--- config.mk ---
export PLATFORM = sky130hd
export DESIGN_NAME = simplelogic_pipe
export DESIGN_NICKNAME = d
export VERILOG_FILES = /design/src/rtl/simplelogic_pipe.sv
export SDC_FILE = /design/constraint.sdc
export NUM_CORES = 1
export LEC_CHECK = 0
export ABC_AREA = 1
export BUFFER_PORTS_ARGS = -buffer_cell sky130_fd_sc_hd__buf_2
export CORE_UTILIZATION = 58
export CTS_CLUSTER_DIAMETER = 60
export CTS_CLUSTER_SIZE = 10
export DETAILED_ROUTE_END_ITERATION = 8
export PLACE_DENSITY_LB_ADDON = 0.25
export SYNTH_ARGS = -nofsm -noshare
export SYNTH_HDL_FRONTEND = slang
export SYNTH_SLANG_ARGS = --single-unit
export TNS_END_PERCENT = 100
--- constraint.sdc ---
create_clock -name inclk -period 4.64 [get_ports inclk]
set_input_delay 0.232 -clock inclk [delete_from_list [all_inputs] [get_ports inclk]]
set_output_delay 0.232 -clock inclk [all_outputs]
set_load 0.005 [all_outputs]
--- src/rtl/simplelogic_pipe.sv ---
// simplelogic_pipe: bitwise op unit feeding an elastic valid/ready pipeline.
// Optional macro SIMPLELOGIC_PIPE_PARITY_EN adds an aligned outparity port.
module simplelogic_pipe #(
   parameter int WIDTH  = 8,
   parameter int STAGES = 2,
   parameter int CNT_W  = 16
) (
   input  logic             inclk,
   input  logic             inrst,
   input  logic             inen,
   input  logic             invalid,
   output logic             outaccept,
   input  logic [WIDTH-1:0] ina,
   input  logic [WIDTH-1:0] inb,
   input  logic [1:0]       inop,
   output logic [WIDTH-1:0] outy,
   output logic             outvalid,
   input  logic             inready,
   output logic [CNT_W-1:0] outcount
`ifdef SIMPLELOGIC_PIPE_PARITY_EN
   ,
   output logic             outparity
`endif
);

   generate
      if (STAGES < 1) begin : g_bad_stages
         $error("simplelogic_pipe: STAGES must be >= 1");
      end
   endgenerate

   localparam int L = STAGES - 1;
   localparam logic [CNT_W-1:0] CNT_MAX = '1;

   logic [WIDTH-1:0]  data [STAGES];
   logic [WIDTH-1:0]  din  [STAGES];
   logic [STAGES-1:0] vld;
   logic [STAGES-1:0] adv;
   logic [STAGES-1:0] ld;
   logic [WIDTH-1:0]  fres;
   logic [CNT_W-1:0]  cnt;
`ifdef SIMPLELOGIC_PIPE_PARITY_EN
   logic [STAGES-1:0] par;
   logic [STAGES-1:0] pin;
`endif

   // operand function selected by inop
   always_comb begin
      fres = '0;
      unique case (inop)
         2'd0: fres = ina & inb;
         2'd1: fres = ina | inb;
         2'd2: fres = ina ^ inb;
         2'd3: fres = ~(ina & inb);
      endcase
   end

   // advance chain resolved from the output back to stage 0
   always_comb begin
      logic go;
      adv = '0;
      go  = inen & inready;
      for (int k = L; k >= 0; k--) begin
         adv[k] = vld[k] & go;
         go     = inen & (~vld[k] | adv[k]);
      end
   end

   assign outaccept = inen & ~inrst & (~vld[0] | adv[0]);

   // per-stage load enables and incoming data
   always_comb begin
      ld     = '0;
      din[0] = fres;
      ld[0]  = invalid & outaccept;
`ifdef SIMPLELOGIC_PIPE_PARITY_EN
      pin    = '0;
      pin[0] = ^fres;
`endif
      for (int k = 1; k < STAGES; k++) begin
         ld[k]  = adv[k-1];
         din[k] = data[k-1];
`ifdef SIMPLELOGIC_PIPE_PARITY_EN
         pin[k] = par[k-1];
`endif
      end
   end

   // stage registers: load wins over drain, otherwise hold
   always_ff @(posedge inclk) begin
      if (inrst) begin
         vld <= '0;
         for (int k = 0; k < STAGES; k++) data[k] <= '0;
`ifdef SIMPLELOGIC_PIPE_PARITY_EN
         par <= '0;
`endif
      end else begin
         for (int k = 0; k < STAGES; k++) begin
            if (ld[k]) begin
               data[k] <= din[k];
               vld[k]  <= 1'b1;
`ifdef SIMPLELOGIC_PIPE_PARITY_EN
               par[k]  <= pin[k];
`endif
            end else if (adv[k]) begin
               vld[k] <= 1'b0;
            end
         end
      end
   end

   // saturating count of output transfers
   always_ff @(posedge inclk) begin
      if (inrst)
         cnt <= '0;
      else if (adv[L] && cnt != CNT_MAX)
         cnt <= cnt + 1'b1;
   end

   assign outy     = data[L];
   assign outvalid = vld[L];
   assign outcount = cnt;
`ifdef SIMPLELOGIC_PIPE_PARITY_EN
   assign outparity = par[L];
`endif

endmodule

==> metrics.txt, run 1 <==
# TYPE chip_impl_metric gauge
chip_impl_metric{name="drt.antenna.violating_nets",unit=""} 0
chip_impl_metric{name="finalSetupTns",unit="ps"} 0
chip_impl_metric{name="synthDistinctLibCells",unit=""} 26
chip_impl_metric{name="post_cts.resized_instances",unit=""} 0
chip_impl_metric{name="grt_pass1_vias",unit=""} 1592
chip_impl_metric{name="io_pins",unit=""} 49
chip_impl_metric{name="global_route.usage.met1",unit="%"} 27.73
chip_impl_metric{name="synth_fp_nets",unit=""} 314
chip_impl_metric{name="clock.fmax",unit="MHz"} 570.3
chip_impl_metric{name="yosys.area_share.xor_xnor",unit="%"} 2.759
chip_impl_metric{name="post_synthesis_to_final_layout_area_growth",unit="%"} 14.25
chip_impl_metric{name="worstHoldPathCells",unit=""} 3
chip_impl_metric{name="drc_errors",unit=""} 0
chip_impl_metric{name="numClockSinks",unit=""} 34
chip_impl_metric{name="wl_per_cell",unit="um"} 10.54
chip_impl_info{name="criticalPathCategory",value="reg -> reg"} 1
chip_impl_metric{name="synth_edf_count",unit=""} 16
chip_impl_metric{name="synthDominantCellAreaShare",unit="%"} 21.62
chip_impl_metric{name="post_synth_mux_area_share",unit="%"} 0
chip_impl_metric{name="p_leak",unit="nW"} 1.166
chip_impl_metric{name="grt.met3_usage",unit="%"} 5.893
chip_impl_metric{name="pre_cts_slack",unit="ps"} 2832
chip_impl_metric{name="die_width",unit="um"} 63.90
chip_impl_metric{name="syn-mean-instance-area",unit="um2"} 8.110
chip_impl_metric{name="synth-async-reset-ratio",unit="%"} 0
chip_impl_metric{name="critical_path_peak_fanout",unit=""} 8
chip_impl_metric{name="worst_ir_drop_vdd",unit="V"} 0.0001334
chip_impl_metric{name="numCtsBuffers",unit=""} 5
chip_impl_metric{name="cts.reportedPaths.clkPinSlew",unit="ps"} 70
chip_impl_metric{name="grt_util_all_layers",unit="%"} 21.64
chip_impl_metric{name="cts.hold.buffers_added",unit=""} 0
chip_impl_metric{name="finalSetupViolCount",unit=""} 0
chip_impl_metric{name="synthSimpleGateAreaFrac",unit="%"} 27.42
chip_impl_metric{name="max_cap_viol_count",unit=""} 0
chip_impl_info{name="status",value="finished, final reports clean"} 1
chip_impl_metric{name="io_buffers",unit=""} 48
chip_impl_metric{name="floorplan.initialDensity",unit="%"} 60.70
chip_impl_metric{name="post_synth_inst_count",unit=""} 274
chip_impl_metric{name="latest_clock_arrival_within_the_worst_skew_pair",unit="ps"} 280
chip_impl_info{name="rsz0062_at_grt",value="false"} 1
chip_impl_metric{name="chipHeight",unit="um"} 63.90
chip_impl_metric{name="grt_antenna_before_repair",unit=""} 0
chip_impl_info{name="synthFlopType",value="sky130_fd_sc_hd__dfxtp_1"} 1
chip_impl_metric{name="final_cells",unit=""} 367
chip_impl_metric{name="ys.warnings.count",unit=""} 0
chip_impl_metric{name="first_pass_grt_wire_length",unit="um"} 6734
chip_impl_metric{name="num_vias",unit=""} 1821
chip_impl_metric{name="post-dp-hpwl",unit="um"} 2893
chip_impl_metric{name="insertedDiodeCount",unit=""} 0
chip_impl_metric{name="final_critical_path_setup_slack",unit="ps"} 2887
chip_impl_info{name="dominant_combinational_cell_family_by_area_after_synthesis",value="simple AND/OR/NAND/NOR gates"} 1
chip_impl_metric{name="power_density",unit="nW/um2"} 258.4
chip_impl_metric{name="met2_usage",unit="%"} 33.64
chip_impl_metric{name="yosys.area_share.adder",unit="%"} 9.572
chip_impl_metric{name="post-place-cells",unit=""} 359
chip_impl_metric{name="fin_worst_hold_slack",unit="ps"} 201.4
chip_impl_metric{name="die-area",unit="um2"} 4083
chip_impl_metric{name="complex_gate_fraction_of_the_synthesized_area",unit="%"} 11.60
chip_impl_metric{name="htree_levels",unit=""} 2
chip_impl_metric{name="final_hold_viol_count",unit=""} 0
chip_impl_metric{name="maxSlewHeadroom",unit="%"} 26.19
chip_impl_metric{name="worst-endpoint-arrival",unit="ps"} 1650
chip_impl_metric{name="finalNetCount",unit=""} 358
chip_impl_metric{name="clk_path_buf_depth",unit=""} 2
chip_impl_info{name="synth_top_area_cell",value="sky130_fd_sc_hd__edfxtp_1"} 1
chip_impl_info{name="cts_root_buffer",value="sky130_fd_sc_hd__clkbuf_8"} 1
chip_impl_metric{name="post-cts-setup-buffer-count",unit=""} 0
chip_impl_metric{name="netlist_area",unit="um2"} 2222
chip_impl_metric{name="vias_per_cell",unit=""} 4.962
chip_impl_metric{name="globalRoute.totalOverflow",unit=""} 0
chip_impl_metric{name="maxSlewViolCount",unit=""} 0
chip_impl_metric{name="globalplace.congestion",unit=""} 0.8414
chip_impl_metric{name="worstMarginPinSlew",unit="ps"} 1096
chip_impl_metric{name="initialDrtViolationCount",unit=""} 67
chip_impl_metric{name="grt_start_max_net_pins",unit=""} 17
chip_impl_metric{name="detail_route.first_pass.iterations",unit=""} 4
chip_impl_metric{name="min_period",unit="ps"} 1753
chip_impl_metric{name="postRouteWirelength",unit="um"} 3867
chip_impl_metric{name="final.fill_count",unit=""} 299
chip_impl_info{name="cp-end-kind",value="flip-flop"} 1
chip_impl_info{name="synth_commonest_cells",value="55 x sky130_fd_sc_hd__nand2_1, 36 x sky130_fd_sc_hd__inv_1, 29 x sky130_fd_sc_hd__nor2_1"} 1
chip_impl_info{name="global_route.peak_usage_layer",value="met2"} 1
chip_impl_metric{name="seq_cells_post_synth",unit=""} 34
chip_impl_info{name="worstHoldPathType",value="in -> reg"} 1
chip_impl_metric{name="fin_total_pwr",unit="mW"} 0.6561
chip_impl_info{name="startpoint_type",value="flip-flop"} 1
chip_impl_metric{name="min_period_over_period",unit="%"} 37.79
chip_impl_metric{name="synth_seq_area_share",unit="%"} 37.84
chip_impl_metric{name="worst-endpoint-required",unit="ps"} 4540
chip_impl_metric{name="core_region_area",unit="um2"} 3661
chip_impl_metric{name="drive_above_1_share",unit="%"} 31.35
chip_impl_info{name="synth.area.top_cells",value="sky130_fd_sc_hd__edfxtp_1 22%, sky130_fd_sc_hd__dfxtp_1 16%, sky130_fd_sc_hd__ha_1 9.6%"} 1
chip_impl_info{name="post-synth-top-count-cell",value="sky130_fd_sc_hd__nand2_1"} 1
chip_impl_info{name="cts_tree",value="done"} 1
chip_impl_metric{name="num_rows",unit=""} 22
chip_impl_metric{name="register_to_register_path_setup_slack",unit="ps"} 2890
chip_impl_metric{name="timing.reg2reg.worst_path_depth",unit=""} 3
chip_impl_metric{name="setup_clock_skew_after_layout",unit="ps"} 9.266
## cells by family (layout without fill, tap and decap cells)
family / Yosys count / count (layout)
XOR/XNOR: 7 / 7
buffers and inverters: 51 / 96
flip-flops: 34 / 34
AND/OR/NAND/NOR: 130 / 130
AO/OA/AOI/OAI: 35 / 35
adder cells (fa/ha/maj): 17 / 17
## flip-flops by register name, summed over array words and instances, names as in the netlist
signal / cells
data: 16
vld: 2
outcount: 16
## stage by stage
| stage | util (%) | instance area (um2) |
|---|---|---|
| floorplan | - | 2222 |
| global placement | 66.44 | 2432 |
| detailed placement | 66.44 | 2432 |
| CTS | 69.34 | 2539 |
| global route | 69.34 | 2539 |
| finish | 69.34 | 2539 |
## critical path: stages, from the launching register on
cell,delay (ps)
sky130_fd_sc_hd__dfxtp_1,320
sky130_fd_sc_hd__inv_2,120
sky130_fd_sc_hd__o21ai_2,80
sky130_fd_sc_hd__o21ai_0,850
## routing by layer
layer  part of all wire (%)  wire length, um
met1                     49             1893
met2                     43             1646
met3                    6.0              232
met4                    2.5               96
met5                      0                0
## final timing paths
kind	startpoint	end
worst max register to register	vld[1]$_SDFFE_PP0P_	data[0][13]$_SDFFCE_PN0P_
worst max-delay path	vld[1]$_SDFFE_PP0P_	data[0][13]$_SDFFCE_PN0P_
worst min-delay path	invalid	vld[0]$_SDFFE_PP0P_
worst min register to register	vld[0]$_SDFFE_PP0P_	vld[0]$_SDFFE_PP0P_
## layout make-up
cell class	instances	area (um2)	area share, %
flip-flops and latches	34	840.8	33.12
inverters	40	150.1	5.914
multi-input cells	189	1141	44.95
well taps	48	60.06	2.366
repair buffers	48	240.2	9.463
clock inverters	1	30.03	1.183
clock buffers	7	76.32	3.006
## power by group
group	switching, mW	leakage (nW)	total, mW	internal, mW
clock	0.0971	0.0524	0.258	0.160
combinational	0.0434	0.801	0.0707	0.0273
sequential	0.00255	0.312	0.328	0.325
## layout by cell type, fill, tap and decap left out, drive strengths merged
cell	n
xor2	4
inv	39
o221ai	8
nor2	47
nand3	10
clkbuf	7
dfxtp	18
buf	48
nand2	68
nand4	5
xnor2	3
edfxtp	16
ha	17
a21oi	21
clkinv	1
o21ai	6
bufinv	1
No activity file was read; power rests on OpenSTA's default activity.
==> inputs of run 2 (changes only) <==
--- a/config.mk
+++ b/config.mk
@@ -7,7 +7,7 @@
 export LEC_CHECK = 0
 export ABC_AREA = 1
 export BUFFER_PORTS_ARGS = -buffer_cell sky130_fd_sc_hd__buf_2
-export CORE_UTILIZATION = 58
+export CORE_UTILIZATION = 49
 export CTS_CLUSTER_DIAMETER = 60
 export CTS_CLUSTER_SIZE = 10
 export DETAILED_ROUTE_END_ITERATION = 8
==> constraint.sdc (replaced) <==
create_clock -name inclk -period 1.5 [get_ports inclk]
set_input_delay 0.075 -clock inclk [delete_from_list [all_inputs] [get_ports inclk]]
set_output_delay 0.075 -clock inclk [all_outputs]
set_load 0.005 [all_outputs]
==> metrics.txt, run 2 (same netlist as run 1, synthesis figures left out) <==
# TYPE chip_impl_metric gauge
chip_impl_metric{name="seqCellArea",unit="um2"} 843.3
chip_impl_metric{name="cts.reportedPaths.clkPinSlew",unit="ps"} 70
chip_impl_metric{name="numClockSinks",unit=""} 34
chip_impl_metric{name="drt.antenna.violating_nets",unit=""} 0
chip_impl_metric{name="fin_worst_hold_slack",unit="ps"} 48.38
chip_impl_metric{name="insertedDiodeCount",unit=""} 0
chip_impl_metric{name="final_hold_viol_count",unit=""} 0
chip_impl_info{name="cts_tree",value="done"} 1
chip_impl_info{name="cts_root_buffer",value="sky130_fd_sc_hd__clkbuf_8"} 1
chip_impl_metric{name="post_synthesis_to_final_layout_area_growth",unit="%"} 22.97
chip_impl_metric{name="worstMarginPinSlew",unit="ps"} 539.4
chip_impl_info{name="rsz0062_at_grt",value="true"} 1
chip_impl_metric{name="worstHoldPathCells",unit=""} 2
chip_impl_metric{name="clk_path_buf_depth",unit=""} 2
chip_impl_metric{name="finalSetupViolCount",unit=""} 0
chip_impl_metric{name="finalNetCount",unit=""} 379
chip_impl_metric{name="worst_ir_drop_vdd",unit="V"} 0.0004235
chip_impl_metric{name="multi_input_logic_area",unit="um2"} 1185
chip_impl_metric{name="chipHeight",unit="um"} 69.34
chip_impl_metric{name="postRouteWirelength",unit="um"} 4154
chip_impl_metric{name="io_pins",unit=""} 49
chip_impl_metric{name="grt_start_max_net_pins",unit=""} 17
chip_impl_metric{name="min_period",unit="ps"} 1426
chip_impl_metric{name="cts.hold.buffers_added",unit=""} 0
chip_impl_metric{name="initialDrtViolationCount",unit=""} 117
chip_impl_info{name="worstHoldPathType",value="in -> reg"} 1
chip_impl_metric{name="p_leak",unit="nW"} 1.278
chip_impl_metric{name="final.fill_count",unit=""} 357
chip_impl_info{name="criticalPathCategory",value="reg -> reg"} 1
chip_impl_metric{name="detail_route.first_pass.iterations",unit=""} 4
chip_impl_metric{name="io_buffers",unit=""} 48
chip_impl_metric{name="vias_per_cell",unit=""} 4.714
chip_impl_info{name="startpoint_type",value="flip-flop"} 1
chip_impl_metric{name="worst-endpoint-arrival",unit="ps"} 1600
chip_impl_info{name="layout_commonest_cell",value="sky130_fd_sc_hd__nand2_1"} 1
chip_impl_metric{name="maxSlewViolCount",unit=""} 0
chip_impl_metric{name="critical_path_peak_fanout",unit=""} 7
chip_impl_metric{name="clock.fmax",unit="MHz"} 701.0
chip_impl_metric{name="setup_clock_skew_after_layout",unit="ps"} 6.100
chip_impl_metric{name="num_rows",unit=""} 24
chip_impl_metric{name="num_vias",unit=""} 1848
chip_impl_metric{name="layout.core_utilization",unit="%"} 62.76
chip_impl_metric{name="drive_above_1_share",unit="%"} 38.53
chip_impl_metric{name="drc_errors",unit=""} 0
chip_impl_info{name="cp-end-kind",value="flip-flop"} 1
chip_impl_metric{name="grt_antenna_before_repair",unit=""} 0
chip_impl_metric{name="floorplan.initialDensity",unit="%"} 51.03
chip_impl_metric{name="grt_pass1_vias",unit=""} 1655
chip_impl_metric{name="first_pass_grt_wire_length",unit="um"} 7182
chip_impl_metric{name="grt_util_all_layers",unit="%"} 18.20
chip_impl_metric{name="die-area",unit="um2"} 4808
chip_impl_metric{name="core_region_area",unit="um2"} 4354
chip_impl_metric{name="register_to_register_path_setup_slack",unit="ps"} 70
chip_impl_metric{name="maxSlewHeadroom",unit="%"} 63.91
chip_impl_metric{name="worst-endpoint-required",unit="ps"} 1680
chip_impl_metric{name="timing.reg2reg.worst_path_depth",unit=""} 8
chip_impl_metric{name="power_density",unit="nW/um2"} 687.8
chip_impl_info{name="mostFrequentLayoutCells",value="53 x sky130_fd_sc_hd__nand2_1, 48 x sky130_fd_sc_hd__buf_2, 36 x sky130_fd_sc_hd__inv_1"} 1
chip_impl_metric{name="min_period_over_period",unit="%"} 95.10
chip_impl_metric{name="numCtsBuffers",unit=""} 5
chip_impl_metric{name="globalplace.congestion",unit=""} 0.8003
chip_impl_metric{name="max_cap_viol_count",unit=""} 0
chip_impl_metric{name="wl_per_cell",unit="um"} 10.60
chip_impl_metric{name="post-dp-hpwl",unit="um"} 3217
chip_impl_metric{name="globalRoute.totalOverflow",unit=""} 0
chip_impl_info{name="status",value="finished, final reports clean"} 1
chip_impl_metric{name="die_width",unit="um"} 69.34
chip_impl_metric{name="latest_clock_arrival_within_the_worst_skew_pair",unit="ps"} 280
chip_impl_metric{name="htree_levels",unit=""} 2
chip_impl_metric{name="post-cts-setup-buffer-count",unit=""} 0
==> run 2: layout make-up <==
| class | instances | share of cell area [%] |
|---|---|---|
| flip-flops and latches | 34 | 30.86 |
| repair buffers | 67 | 14.29 |
| inverters | 40 | 5.678 |
| clock inverters | 3 | 0.5952 |
| repair inverters | 1 | 0.3205 |
| multi-input cells | 190 | 43.36 |
| well taps | 52 | 2.381 |
| clock buffers | 5 | 2.518 |
==> run 2: timing repair <==
item	4_1_cts	5_1_grt
gates resized for setup	1	17
gates cloned	0	2
pin swaps	0	4
setup endpoints to repair	6	29
==> run 2: power breakdown <==
group          switching [mW]  internal (mW)
logic                   0.139         0.0929
clock network           0.318          0.317
registers             0.00769           1.01
==> run 2: per-layer routing <==
metal | wire, um | up-vias | global-route usage [%] | share of wire (%)
met2 | 1742 | 41 | 28.59 | 42
met3 | 202 | 4 | 4.651 | 4.9
met1 | 2171 | 795 | 24.95 | 52
met4 | 38 | 0 | 4.762 | 0.91
li1 | - | 1008 | - | -
met5 | 0 | - | 0 | 0
==> run 2: critical path: stages, from the launching register on <==
cell and delay (ps):
sky130_fd_sc_hd__dfxtp_1 420, sky130_fd_sc_hd__nand2_1 130, sky130_fd_sc_hd__nor2_2 200, sky130_fd_sc_hd__nand2_4 110
sky130_fd_sc_hd__nor2_4 140, sky130_fd_sc_hd__nor2_4 70, sky130_fd_sc_hd__buf_6 130, sky130_fd_sc_hd__nand2_1 80
sky130_fd_sc_hd__a21oi_2 50
==> run 2: final timing paths <==
kind                       startpoint                        to
min                             inrst       vld[0]$_SDFFE_PP0P_
max          outcount[4]$_SDFFE_PP0P_  outcount[9]$_SDFFE_PP0P_
max reg2reg  outcount[4]$_SDFFE_PP0P_  outcount[9]$_SDFFE_PP0P_
min reg2reg       vld[0]$_SDFFE_PP0P_       vld[0]$_SDFFE_PP0P_
==> run 2: stage by stage <==
| step | power (mW) | cells | worst slack, ps | instance area [um2] | setup TNS [ps] |
|---|---|---|---|---|---|
| 2_1_floorplan | 1.192 | 274 | 40.04 | 2223 | 0 |
| 3_3_place_gp | 1.255 | 382 | 78.94 | 2581 | 0 |
| 3_5_place_dp | 1.261 | 382 | -6.507 | 2581 | -6.507 |
| 4_1_cts | 1.896 | 390 | 49.21 | 2669 | 0 |
| 5_1_grt | 1.967 | 392 | -35.22 | 2733 | -182.8 |
| 6_report | 1.880 | 392 | 73.52 | 2733 | 0 |
==> inputs of run 3 (changes only) <==
--- a/config.mk
+++ b/config.mk
@@ -7,7 +7,8 @@
 export LEC_CHECK = 0
 export ABC_AREA = 1
 export BUFFER_PORTS_ARGS = -buffer_cell sky130_fd_sc_hd__buf_2
-export CORE_UTILIZATION = 49
+export CORE_UTILIZATION = 51
+export CTS_BUF_LIST = sky130_fd_sc_hd__clkbuf_8
 export CTS_CLUSTER_DIAMETER = 60
 export CTS_CLUSTER_SIZE = 10
 export DETAILED_ROUTE_END_ITERATION = 8
==> metrics.txt, run 3 (same netlist as run 1, synthesis figures left out) <==
# TYPE chip_impl_metric gauge
chip_impl_info{name="cts_root_buffer",value="sky130_fd_sc_hd__clkbuf_8"} 1
chip_impl_metric{name="final_hold_viol_count",unit=""} 0
chip_impl_metric{name="io_buffers",unit=""} 48
chip_impl_metric{name="die_width",unit="um"} 68.01
chip_impl_metric{name="maxSlewViolCount",unit=""} 0
chip_impl_metric{name="post_synthesis_to_final_layout_area_growth",unit="%"} 21.06
chip_impl_metric{name="clock.fmax",unit="MHz"} 711.2
chip_impl_metric{name="grt_antenna_before_repair",unit=""} 0
chip_impl_metric{name="insertedDiodeCount",unit=""} 0
chip_impl_metric{name="min_period_over_period",unit="%"} 93.73
chip_impl_info{name="startpoint_type",value="flip-flop"} 1
chip_impl_metric{name="critical_path_peak_fanout",unit=""} 3
chip_impl_metric{name="fin_worst_hold_slack",unit="ps"} 35.40
chip_impl_info{name="worstHoldPathType",value="in -> reg"} 1
chip_impl_metric{name="die-area",unit="um2"} 4625
chip_impl_metric{name="drc_errors",unit=""} 0
chip_impl_metric{name="postRouteWirelength",unit="um"} 4227
chip_impl_metric{name="cts.reportedPaths.clkPinSlew",unit="ps"} 70
chip_impl_metric{name="floorplan.initialDensity",unit="%"} 54.38
chip_impl_metric{name="finalSetupViolCount",unit=""} 0
chip_impl_metric{name="max_cap_viol_count",unit=""} 0
chip_impl_info{name="criticalPathCategory",value="reg -> reg"} 1
chip_impl_info{name="mostFrequentLayoutCells",value="54 x sky130_fd_sc_hd__nand2_1, 48 x sky130_fd_sc_hd__buf_2, 36 x sky130_fd_sc_hd__inv_1"} 1
chip_impl_metric{name="io_pins",unit=""} 49
chip_impl_metric{name="initialDrtViolationCount",unit=""} 119
chip_impl_metric{name="grt_pass1_vias",unit=""} 1658
chip_impl_metric{name="globalplace.congestion",unit=""} 0.7707
chip_impl_metric{name="maxSlewHeadroom",unit="%"} 64.78
chip_impl_metric{name="finalNetCount",unit=""} 375
chip_impl_metric{name="min_period",unit="ps"} 1406
chip_impl_info{name="cts_tree",value="done"} 1
chip_impl_metric{name="power_density",unit="nW/um2"} 700.9
chip_impl_metric{name="globalRoute.totalOverflow",unit=""} 0
chip_impl_metric{name="drive_above_1_share",unit="%"} 37.61
chip_impl_metric{name="clk_path_buf_depth",unit=""} 2
chip_impl_metric{name="worstMarginPinSlew",unit="ps"} 526.3
chip_impl_metric{name="grt_start_max_net_pins",unit=""} 17
chip_impl_info{name="cp-end-kind",value="flip-flop"} 1
chip_impl_metric{name="num_vias",unit=""} 1914
chip_impl_metric{name="chipHeight",unit="um"} 68.01
chip_impl_metric{name="core_region_area",unit="um2"} 4086
chip_impl_metric{name="num_rows",unit=""} 23
chip_impl_metric{name="worst-endpoint-required",unit="ps"} 1730
chip_impl_info{name="status",value="finished, final reports clean"} 1
chip_impl_metric{name="final_critical_path_setup_slack",unit="ps"} 94.01
chip_impl_info{name="rsz0062_at_grt",value="true"} 1
chip_impl_metric{name="wl_per_cell",unit="um"} 10.98
chip_impl_metric{name="pre_cts_slack",unit="ps"} 3.578
chip_impl_metric{name="latest_clock_arrival_within_the_worst_skew_pair",unit="ps"} 290
chip_impl_metric{name="numCtsBuffers",unit=""} 5
chip_impl_metric{name="numClockSinks",unit=""} 34
chip_impl_metric{name="htree_levels",unit=""} 2
chip_impl_metric{name="setup_clock_skew_after_layout",unit="ps"} 2.784
chip_impl_metric{name="detail_route.first_pass.iterations",unit=""} 4
chip_impl_metric{name="drt.antenna.violating_nets",unit=""} 0
chip_impl_metric{name="post-dp-hpwl",unit="um"} 3231
chip_impl_metric{name="worst_ir_drop_vdd",unit="V"} 0.0003759
chip_impl_info{name="layout_commonest_cell",value="sky130_fd_sc_hd__nand2_1"} 1
chip_impl_metric{name="register_to_register_path_setup_slack",unit="ps"} 90
chip_impl_metric{name="worst-endpoint-arrival",unit="ps"} 1640
chip_impl_metric{name="grt_util_all_layers",unit="%"} 20.20
chip_impl_metric{name="first_pass_grt_wire_length",unit="um"} 6879
chip_impl_metric{name="vias_per_cell",unit=""} 4.971
chip_impl_metric{name="p_leak",unit="nW"} 1.259
[run 3: changes by cell type in the layout (fill, tap and decap cells not counted), sizes merged]
cell / before / now
buf: 67 / 63
clkinvlp: 1 / 0
[run 3: report_power, final]
| group | switching [mW] | total [mW] | leakage [nW] | internal [mW] |
|---|---|---|---|---|
| logic | 0.141 | 0.235 | 0.900 | 0.0941 |
| clock network | 0.326 | 0.637 | 0.0438 | 0.311 |
| registers | 0.00782 | 1.01 | 0.315 | 1.01 |
| total | 0.475 | 1.89 | 1.26 | 1.41 |
[run 3: per-layer routing]
| metal | GRT usage (%) | part of all wire [%] | up-vias |
|---|---|---|---|
| li1 | - | - | 1006 |
| met1 | 25.96 | 47 | 843 |
| met2 | 31.62 | 45 | 57 |
| met3 | 5.000 | 5.8 | 8 |
| met4 | 9.375 | 2.0 | 0 |
| met5 | 0 | 0 | - |
[run 3: metrics by stage]
step           utilization (%)  std cells  instance area, um2  setup TNS, ps  power (mW)
6_report                 65.83        385                2690              0       1.886
3_5_place_dp             62.49        375                2554              0       1.266
4_1_cts                  64.48        382                2635              0       1.889
2_1_floorplan                -        274                2223              0       1.192
5_1_grt                  65.83        385                2690         -333.3       1.969
3_3_place_gp             62.49        375                2554              0       1.256
[run 3: area by class of cell]
| type | instances | area [um2] |
|---|---|---|
| Inverter | 40 | 155.1 |
| Tap cell | 50 | 62.56 |
| Clock buffer | 5 | 68.82 |
| Fill cell | 354 | 1396 |
| Timing Repair inverter | 1 | 8.758 |
| Sequential cell | 34 | 847.1 |
| Timing Repair Buffer | 63 | 365.4 |
| Multi-Input combinational cell | 190 | 1172 |
| Clock inverter | 2 | 10.01 |
[run 3: worst max-delay path: stages (launching register included)]
cell	delay (ps)
sky130_fd_sc_hd__dfxtp_2	330
sky130_fd_sc_hd__ha_2	170
sky130_fd_sc_hd__buf_4	110
sky130_fd_sc_hd__nand3_1	110
sky130_fd_sc_hd__nor2_1	250
sky130_fd_sc_hd__xor2_1	200
sky130_fd_sc_hd__nand2_2	70
sky130_fd_sc_hd__a21oi_2	100
[run 3: path summary, 6_finish.rpt]
kind / startpoint / end / cells past startpoint
worst max-delay path: outcount[0]$_SDFFE_PP0P_ / outcount[6]$_SDFFE_PP0P_ / 7
worst min register to register: vld[0]$_SDFFE_PP0P_ / vld[0]$_SDFFE_PP0P_ / 2
worst min-delay path: inrst / vld[0]$_SDFFE_PP0P_ / 2
worst max register to register: outcount[0]$_SDFFE_PP0P_ / outcount[6]$_SDFFE_PP0P_ / 7
[run 3: what timing repair did]
item | 4_1_cts | 5_1_grt
hold buffers | 0 | 0
setup buffers | 0 | 1
resized for setup | 1 | 13
pin swaps | 0 | 4
gates cloned | 0 | 2
endpoints found under the setup margin | 2 | 29
